File: config.mk
export PLATFORM = sky130hd
export DESIGN_NAME = uart_rx_cfg
export DESIGN_NICKNAME = d
export VERILOG_FILES = /design/src/rtl/uart_pkg.sv /design/src/rtl/uart_rx_fifo.sv /design/src/rtl/uart_rx_cfg.sv
export SDC_FILE = /design/constraint.sdc
export NUM_CORES = 1
export LEC_CHECK = 0
export BUFFER_PORTS_ARGS = -buffer_cell sky130_fd_sc_hd__buf_2
export CAP_MARGIN = 20
export CORE_MARGIN = 10
export CORE_UTILIZATION = 66
export CTS_CLUSTER_SIZE = 14
export DETAILED_ROUTE_END_ITERATION = 12
export PLACE_DENSITY = 0.93
export SKIP_LAST_GASP = 1
export SLEW_MARGIN = 5
export SYNTH_ARGS = -nofsm -noshare
export SYNTH_HDL_FRONTEND = slang
export SYNTH_SLANG_ARGS = --single-unit
File: constraint.sdc
create_clock -name clk -period 7.15 [get_ports clk]
set_input_delay 0.715 -clock clk [delete_from_list [all_inputs] [get_ports clk]]
set_output_delay 0.715 -clock clk [all_outputs]
set_load 0.005 [all_outputs]
File: src/rtl/uart_pkg.sv
// Shared definitions for the configurable UART receiver: parity modes,
// receiver state encoding and the clock divider helper.
package uart_pkg;

   localparam int PARITY_NONE = 0;
   localparam int PARITY_EVEN = 1;
   localparam int PARITY_ODD  = 2;

   typedef enum logic [2:0] {
      ST_IDLE,
      ST_START,
      ST_DATA,
      ST_PARITY,
      ST_STOP,
      ST_BREAK_WAIT
   } rx_state_e;

   // System clocks per oversample tick.
   function automatic int calc_div(input int clock_rate, input int baud_rate, input int oversample);
      return clock_rate / (baud_rate * oversample);
   endfunction

endpackage

File: src/rtl/uart_rx_fifo.sv
// Show-ahead output FIFO for received frames. The head entry is presented
// straight from the storage flops, so it stays put until it is popped.
module uart_rx_fifo #(
   parameter int WIDTH = 10,
   parameter int DEPTH = 4
) (
   input  logic             clk,
   input  logic             rst_n,
   input  logic             push,
   input  logic [WIDTH-1:0] push_data,
   input  logic             pop,
   output logic [WIDTH-1:0] pop_data,
   output logic             full,
   output logic             empty
);

   localparam int PTR_W = $clog2(DEPTH) + 1;

   logic [WIDTH-1:0] mem_q [DEPTH];
   logic [WIDTH-1:0] mem_d [DEPTH];
   logic [PTR_W-1:0] wr_ptr_q, wr_ptr_d;
   logic [PTR_W-1:0] rd_ptr_q, rd_ptr_d;
   logic             pop_en;
   logic             wr_en;

   assign empty    = (wr_ptr_q == rd_ptr_q);
   assign full     = (wr_ptr_q[PTR_W-1] != rd_ptr_q[PTR_W-1]) &&
                     (wr_ptr_q[PTR_W-2:0] == rd_ptr_q[PTR_W-2:0]);
   assign pop_en   = pop && !empty;
   assign wr_en    = push && (!full || pop_en);
   assign pop_data = mem_q[rd_ptr_q[PTR_W-2:0]];

   // Pointer advance and storage write; a write into a full FIFO is only
   // allowed when the head is leaving in the same cycle.
   always_comb begin
      mem_d    = mem_q;
      wr_ptr_d = wr_ptr_q;
      rd_ptr_d = rd_ptr_q;
      if (wr_en) begin
         mem_d[wr_ptr_q[PTR_W-2:0]] = push_data;
         wr_ptr_d = wr_ptr_q + PTR_W'(1);
      end
      if (pop_en) begin
         rd_ptr_d = rd_ptr_q + PTR_W'(1);
      end
   end

   // Storage and pointer registers, flushed on reset.
   always_ff @(posedge clk or negedge rst_n) begin
      if (!rst_n) begin
         for (int i = 0; i < DEPTH; i++) begin
            mem_q[i] <= '0;
         end
         wr_ptr_q <= '0;
         rd_ptr_q <= '0;
      end else begin
         mem_q    <= mem_d;
         wr_ptr_q <= wr_ptr_d;
         rd_ptr_q <= rd_ptr_d;
      end
   end

endmodule

File: src/rtl/uart_rx_cfg.sv
// Configurable UART receiver: input synchroniser with majority filter,
// oversample tick generator, frame FSM with parity/framing/break detection,
// and an output FIFO with valid/ready handshake.
module uart_rx_cfg
   import uart_pkg::*;
#(
   parameter int CLOCK_RATE = 100_000_000,
   parameter int BAUD_RATE  = 9600,
   parameter int DATA_BITS  = 8,
   parameter int PARITY     = 0,
   parameter int STOP_BITS  = 1,
   parameter int OVERSAMPLE = 16,
   parameter int FIFO_DEPTH = 4
) (
   input  logic                 clk,
   input  logic                 rst_n,
   input  logic                 rx,
   output logic [DATA_BITS-1:0] rx_data_out,
   output logic                 rx_parity_err,
   output logic                 rx_frame_err,
   output logic                 rx_valid_out,
   input  logic                 rx_ready_in,
   output logic                 rx_overrun,
   output logic                 rx_break,
   output logic                 rx_busy
);

   localparam int DIV    = calc_div(CLOCK_RATE, BAUD_RATE, OVERSAMPLE);
   localparam int DIV_W  = (DIV > 2) ? $clog2(DIV) : 1;
   localparam int SAMP_W = $clog2(OVERSAMPLE);
   localparam int BIT_W  = $clog2(DATA_BITS + 1);
   localparam int HALF   = OVERSAMPLE / 2 - 1;
   localparam int FIFO_W = DATA_BITS + 2;

   if (DIV < 2) begin : g_div_check
      $error("uart_rx_cfg: CLOCK_RATE/(BAUD_RATE*OVERSAMPLE) must be at least 2");
   end

   rx_state_e            state_q, state_d;
   logic [1:0]           sync_q, sync_d;
   logic [2:0]           maj_q, maj_d;
   logic [DIV_W-1:0]     div_cnt_q, div_cnt_d;
   logic [SAMP_W-1:0]    samp_cnt_q, samp_cnt_d;
   logic [BIT_W-1:0]     bit_cnt_q, bit_cnt_d;
   logic [DATA_BITS-1:0] data_q, data_d;
   logic                 pbit_q, pbit_d;
   logic                 ferr_q, ferr_d;
   logic                 allz_q, allz_d;
   logic                 break_q, break_d;
   logic                 overrun_q, overrun_d;

   logic                 line;
   logic                 tick;
   logic                 mid_bit;
   logic                 perr;
   logic                 push;
   logic [FIFO_W-1:0]    push_data;
   logic [FIFO_W-1:0]    head;
   logic                 fifo_full;
   logic                 fifo_empty;
   logic                 pop;

   assign line    = (maj_q[0] & maj_q[1]) | (maj_q[0] & maj_q[2]) | (maj_q[1] & maj_q[2]);
   assign tick    = (div_cnt_q == DIV_W'(DIV - 1));
   assign mid_bit = tick && (samp_cnt_q == SAMP_W'(OVERSAMPLE - 1));
   assign perr    = (PARITY == PARITY_NONE) ? 1'b0 :
                    ((^{data_q, pbit_q}) ^ (PARITY == PARITY_ODD));
   assign pop     = rx_valid_out && rx_ready_in;

   // Two-flop synchroniser followed by a three-sample history for the majority vote.
   always_comb begin
      sync_d = {sync_q[0], rx};
      maj_d  = {maj_q[1:0], sync_q[1]};
   end

   // Frame sequencing: start validation, data shift, parity, stop and break handling.
   always_comb begin
      state_d    = state_q;
      div_cnt_d  = tick ? '0 : div_cnt_q + DIV_W'(1);
      samp_cnt_d = mid_bit ? '0 : (tick ? samp_cnt_q + SAMP_W'(1) : samp_cnt_q);
      bit_cnt_d  = bit_cnt_q;
      data_d     = data_q;
      pbit_d     = pbit_q;
      ferr_d     = ferr_q;
      allz_d     = allz_q;
      break_d    = 1'b0;
      push       = 1'b0;
      push_data  = {ferr_q, perr, data_q};
      case (state_q)
         ST_IDLE: begin
            div_cnt_d  = '0;
            samp_cnt_d = '0;
            bit_cnt_d  = '0;
            pbit_d     = 1'b0;
            ferr_d     = 1'b0;
            allz_d     = 1'b1;
            if (!line) begin
               state_d = ST_START;
            end
         end
         ST_START: begin
            if (tick && (samp_cnt_q == SAMP_W'(HALF))) begin
               samp_cnt_d = '0;
               state_d    = line ? ST_IDLE : ST_DATA;
            end
         end
         ST_DATA: begin
            if (mid_bit) begin
               data_d = {line, data_q[DATA_BITS-1:1]};
               if (bit_cnt_q == BIT_W'(DATA_BITS - 1)) begin
                  bit_cnt_d = '0;
                  state_d   = (PARITY != PARITY_NONE) ? ST_PARITY : ST_STOP;
               end else begin
                  bit_cnt_d = bit_cnt_q + BIT_W'(1);
               end
            end
         end
         ST_PARITY: begin
            if (mid_bit) begin
               pbit_d  = line;
               state_d = ST_STOP;
            end
         end
         ST_STOP: begin
            if (mid_bit) begin
               ferr_d = ferr_q | ~line;
               allz_d = allz_q & ~line;
               if (bit_cnt_q == BIT_W'(STOP_BITS - 1)) begin
                  bit_cnt_d = '0;
                  if ((data_q == '0) && allz_d && ((PARITY == PARITY_NONE) || !pbit_q)) begin
                     break_d = 1'b1;
                     state_d = ST_BREAK_WAIT;
                  end else begin
                     push      = 1'b1;
                     push_data = {ferr_d, perr, data_q};
                     state_d   = ST_IDLE;
                  end
               end else begin
                  bit_cnt_d = bit_cnt_q + BIT_W'(1);
               end
            end
         end
         ST_BREAK_WAIT: begin
            if (line) begin
               state_d = ST_IDLE;
            end
         end
         default: begin
            state_d = ST_IDLE;
         end
      endcase
   end

   // A completed frame is lost only when the FIFO is full and nothing leaves this cycle.
   always_comb begin
      overrun_d = push && fifo_full && !pop;
   end

   // All receiver state registers; the line history resets to idle-high.
   always_ff @(posedge clk or negedge rst_n) begin
      if (!rst_n) begin
         state_q    <= ST_IDLE;
         sync_q     <= 2'b11;
         maj_q      <= 3'b111;
         div_cnt_q  <= '0;
         samp_cnt_q <= '0;
         bit_cnt_q  <= '0;
         data_q     <= '0;
         pbit_q     <= 1'b0;
         ferr_q     <= 1'b0;
         allz_q     <= 1'b1;
         break_q    <= 1'b0;
         overrun_q  <= 1'b0;
      end else begin
         state_q    <= state_d;
         sync_q     <= sync_d;
         maj_q      <= maj_d;
         div_cnt_q  <= div_cnt_d;
         samp_cnt_q <= samp_cnt_d;
         bit_cnt_q  <= bit_cnt_d;
         data_q     <= data_d;
         pbit_q     <= pbit_d;
         ferr_q     <= ferr_d;
         allz_q     <= allz_d;
         break_q    <= break_d;
         overrun_q  <= overrun_d;
      end
   end

   uart_rx_fifo #(
      .WIDTH (FIFO_W),
      .DEPTH (FIFO_DEPTH)
   ) u_fifo (
      .clk       (clk),
      .rst_n     (rst_n),
      .push      (push),
      .push_data (push_data),
      .pop       (pop),
      .pop_data  (head),
      .full      (fifo_full),
      .empty     (fifo_empty)
   );

   assign rx_data_out   = head[DATA_BITS-1:0];
   assign rx_parity_err = head[DATA_BITS];
   assign rx_frame_err  = head[DATA_BITS+1];
   assign rx_valid_out  = !fifo_empty;
   assign rx_overrun    = overrun_q;
   assign rx_break      = break_q;
   assign rx_busy       = (state_q != ST_IDLE);

endmodule

==> flow_metrics.env <==
export IMPL_status="complete, no violations"
export IMPL_dr_total_vias=2260
export IMPL_final_hold_viol_count=0
export IMPL_worstSetupPathType="reg2reg"
export IMPL_cts_path_max_buffers=2
export IMPL_hp_class="reg2reg"
export IMPL_cp_data_required_time_ns=7.38
export IMPL_clkSinkCount=80
export IMPL_cts_tree="done"
export IMPL_setup_ws_ns=4.37
export IMPL_h_tree_depth=3
export IMPL_worstSetupStartpointType="register"
export IMPL_clkTransAtPathRegs_ns=0.08
export IMPL_syn_nets=308
export IMPL_die_area_mm2=0.00927
export IMPL_viasPerCell=5.84
export IMPL_rsz0062_at_grt="false"
export IMPL_post_synth_num_cell_types=58
export IMPL_yosysSeqAreaShare_pct=52.3
export IMPL_drc=0
export IMPL_io_pins=18
export IMPL_max_freq_mhz=360
export IMPL_tightest_slew_ns=0.959
export IMPL_holdPathStages=0
export IMPL_clk_latency_ns=0.35
export IMPL_max_cap_violations=0
export IMPL_final_cells=387
export IMPL_yosysTopAreaCellShare_pct=48.2
export IMPL_syn_inst=294
export IMPL_track_usage_pct=16.3
export IMPL_row_count=27
export IMPL_finalCritPeriodShare_pct=38.9
export IMPL_ys_ff_latch=80
export IMPL_die_h_um=96.3
export IMPL_place_port_buffers=16
export IMPL_core_area_mm2=0.00557
export IMPL_ir_worst_vdd_mv=0.198
export IMPL_cts_buffers=9
export IMPL_dp_hpwl_um=4640
export IMPL_dpl_cell_count=371
export IMPL_drtIter0Drc=63
export IMPL_netlist_top_cell_by_area="dfrtp_1"
export IMPL_grt_pass1_wl_um=11700
export IMPL_gp_congestion=0.834
export IMPL_worstPathArrival_ns=3.01
export IMPL_p_leak_nw=2.03
export IMPL_placed_cell_area_mm2=0.00395
export IMPL_synth_ff_type="dfrtp_1"
export IMPL_endpoint_kind="register"
export IMPL_max_slew_margin_pct=36.0
export IMPL_cts_hold_fix_buffers=0
export IMPL_clockRootBuffer="clkbuf_8"
export IMPL_ant_nets=0
export IMPL_grt_max_degree=81
export IMPL_synth_edf_count=0
export IMPL_drive_gt1_share_pct=35.2
export IMPL_antenna_found_initial=0
export IMPL_place_ws_ns=4.46
export IMPL_cts_setup_buffers=0
export IMPL_grt_pass1_vias=2339
export IMPL_crit_start="div_cnt_q[4]$_DFF_PN0_"
export IMPL_cts_resized_gates=0
export IMPL_fin_crit_ns=2.78
export IMPL_die_width_um=96.3
export IMPL_rrSetupSlack_ns=4.37
export IMPL_synth_warnings=0
export IMPL_first_pass_iters=4
export IMPL_synthToLayoutAreaGrowth_pct=9.51
export IMPL_maxSlewViolCount=0
export IMPL_fin_skew_ns=0.0100
export IMPL_reg2reg_from="div_cnt_q[4]$_DFF_PN0_"
export IMPL_setup_violations=0
export IMPL_fin_area_mm2=0.00421
export IMPL_cp_max_fo=8
export IMPL_synthTopCellsByArea="dfrtp_1 48%, mux2_2 13%, mux4_2 5.3%, dfstp_2 4.1%, ha_1 3.3%"
export IMPL_min_delay_start="sync_q[1]$_DFF_PN1_"
export IMPL_avgRoutedWirePerCell_um=17.9
export IMPL_synthArstFlopShare_pct=100
export IMPL_utilization_pct=75.5
export IMPL_diodes=0
export IMPL_p_per_area_mw_per_mm2=232
export IMPL_start_util_pct=68.9
export IMPL_wl_um=6930
export IMPL_synth_area_per_cell_um2=13.1
export IMPL_nets=324
export IMPL_rr_worst_depth=4
export IMPL_syn_area_mm2=0.00384
export IMPL_globalRouteOverflowTotal=0
export IMPL_fin_setup_tns_ns=0
[per-layer routing]
metal | track usage [%] | vias up | routed length [um]
li1 | - | 1093 | -
met1 | 20.2 | 1131 | 3140
met2 | 27.6 | 26 | 3520
met3 | 4.05 | 10 | 213
met5 | 0 | - | 0
met4 | 5.08 | 0 | 56
[through the flow]
step	hold slack, ns	power, mW
floorplan	0.345	0.555
global placement	0.345	0.576
detailed placement	0.347	0.578
CTS	0.359	0.986
global route	0.363	1.01
finish	0.357	0.975
[cell usage in the layout (no fill, tap or decap), types with 2 or more instances in the layout]
master	count
nand2b_1	5
bufinv_16	3
o21a_1	2
maj3_1	2
inv_1	6
nand3_1	6
nor4b_1	2
dfrtp_1	74
o21ai_0	5
xnor2_1	13
nor3_1	4
or2_2	2
nand2_1	15
a21oi_1	10
and3_1	2
ha_1	10
a21o_1	2
or3b_2	2
mux2_2	45
mux4_2	9
dfstp_2	6
xor2_1	5
clkbuf_8	10
nand3b_1	2
buf_2	15
nand4b_1	2
a211o_2	2
nor2_1	19
nand2_4	3
[registers in the layout, summed over array words and instances, names as in the netlist]
register and flops:
rx_overrun 1, div_cnt_q 10, ferr_q 1, state_q 3, u_fifo.mem_q 36, sync_q 2, bit_cnt_q 4, u_fifo.rd_ptr_q 3
allz_q 1, samp_cnt_q 4, maj_q 3, rx_break 1, u_fifo.wr_ptr_q 3, data_q 8
[cell usage after synthesis, types with 3 or more instances]
library cell  count
a21oi_1          10
buf_4             3
clkbuf_1          5
dfrtp_1          74
dfstp_2           6
ha_1             10
inv_1             6
mux2_2           45
mux4_2            9
nand2_1          15
nand2_4           3
nand2b_1          5
nand3_1           6
nor2_1           19
nor3_1            4
o21ai_0           5
xnor2_1          13
xor2_1            5
[critical path, cell delays in order (launching register included)]
cell	delay (ns)
dfrtp_1	0.43
or4b_4	0.57
or4_1	0.67
nor3_2	0.60
mux2_2	0.41
[power by group]
group          leakage [nW]  total, mW  internal, mW  switching, mW
Clock                 0.123      0.405         0.243          0.161
Combinational         0.846     0.0700        0.0423         0.0277
Sequential             1.07      0.501         0.463         0.0372
[logic make-up after synthesis]
logic type	synth area share, %
compound gates	5.37
xor+xnor	4.10
fa+ha+maj	3.78
buf+inv	2.15
flops	52.3
mux	18.7
other cells	0.0976
simple gates	13.5
[cell type report]
cell class,count,area (um^2)
Tap cell,72,90.1
Clock inverter,6,115
Timing Repair Buffer,16,82.6
Sequential cell,80,2010
Inverter,6,22.5
Multi-Input combinational cell,197,1750
Fill cell,356,1370
Clock buffer,10,138
[worst paths after layout]
check,to
worst max-delay path,data_q[6]$_DFFE_PN0P_
worst min-delay path,maj_q[0]$_DFF_PN1_
worst max register to register,data_q[6]$_DFFE_PN0P_
worst min register to register,maj_q[0]$_DFF_PN1_
max in group asynchronous,data_q[3]$_DFFE_PN0P_
min in group asynchronous,u_fifo.rd_ptr_q[0]$_DFFE_PN0P_
Power figures use the tool's default switching activity.
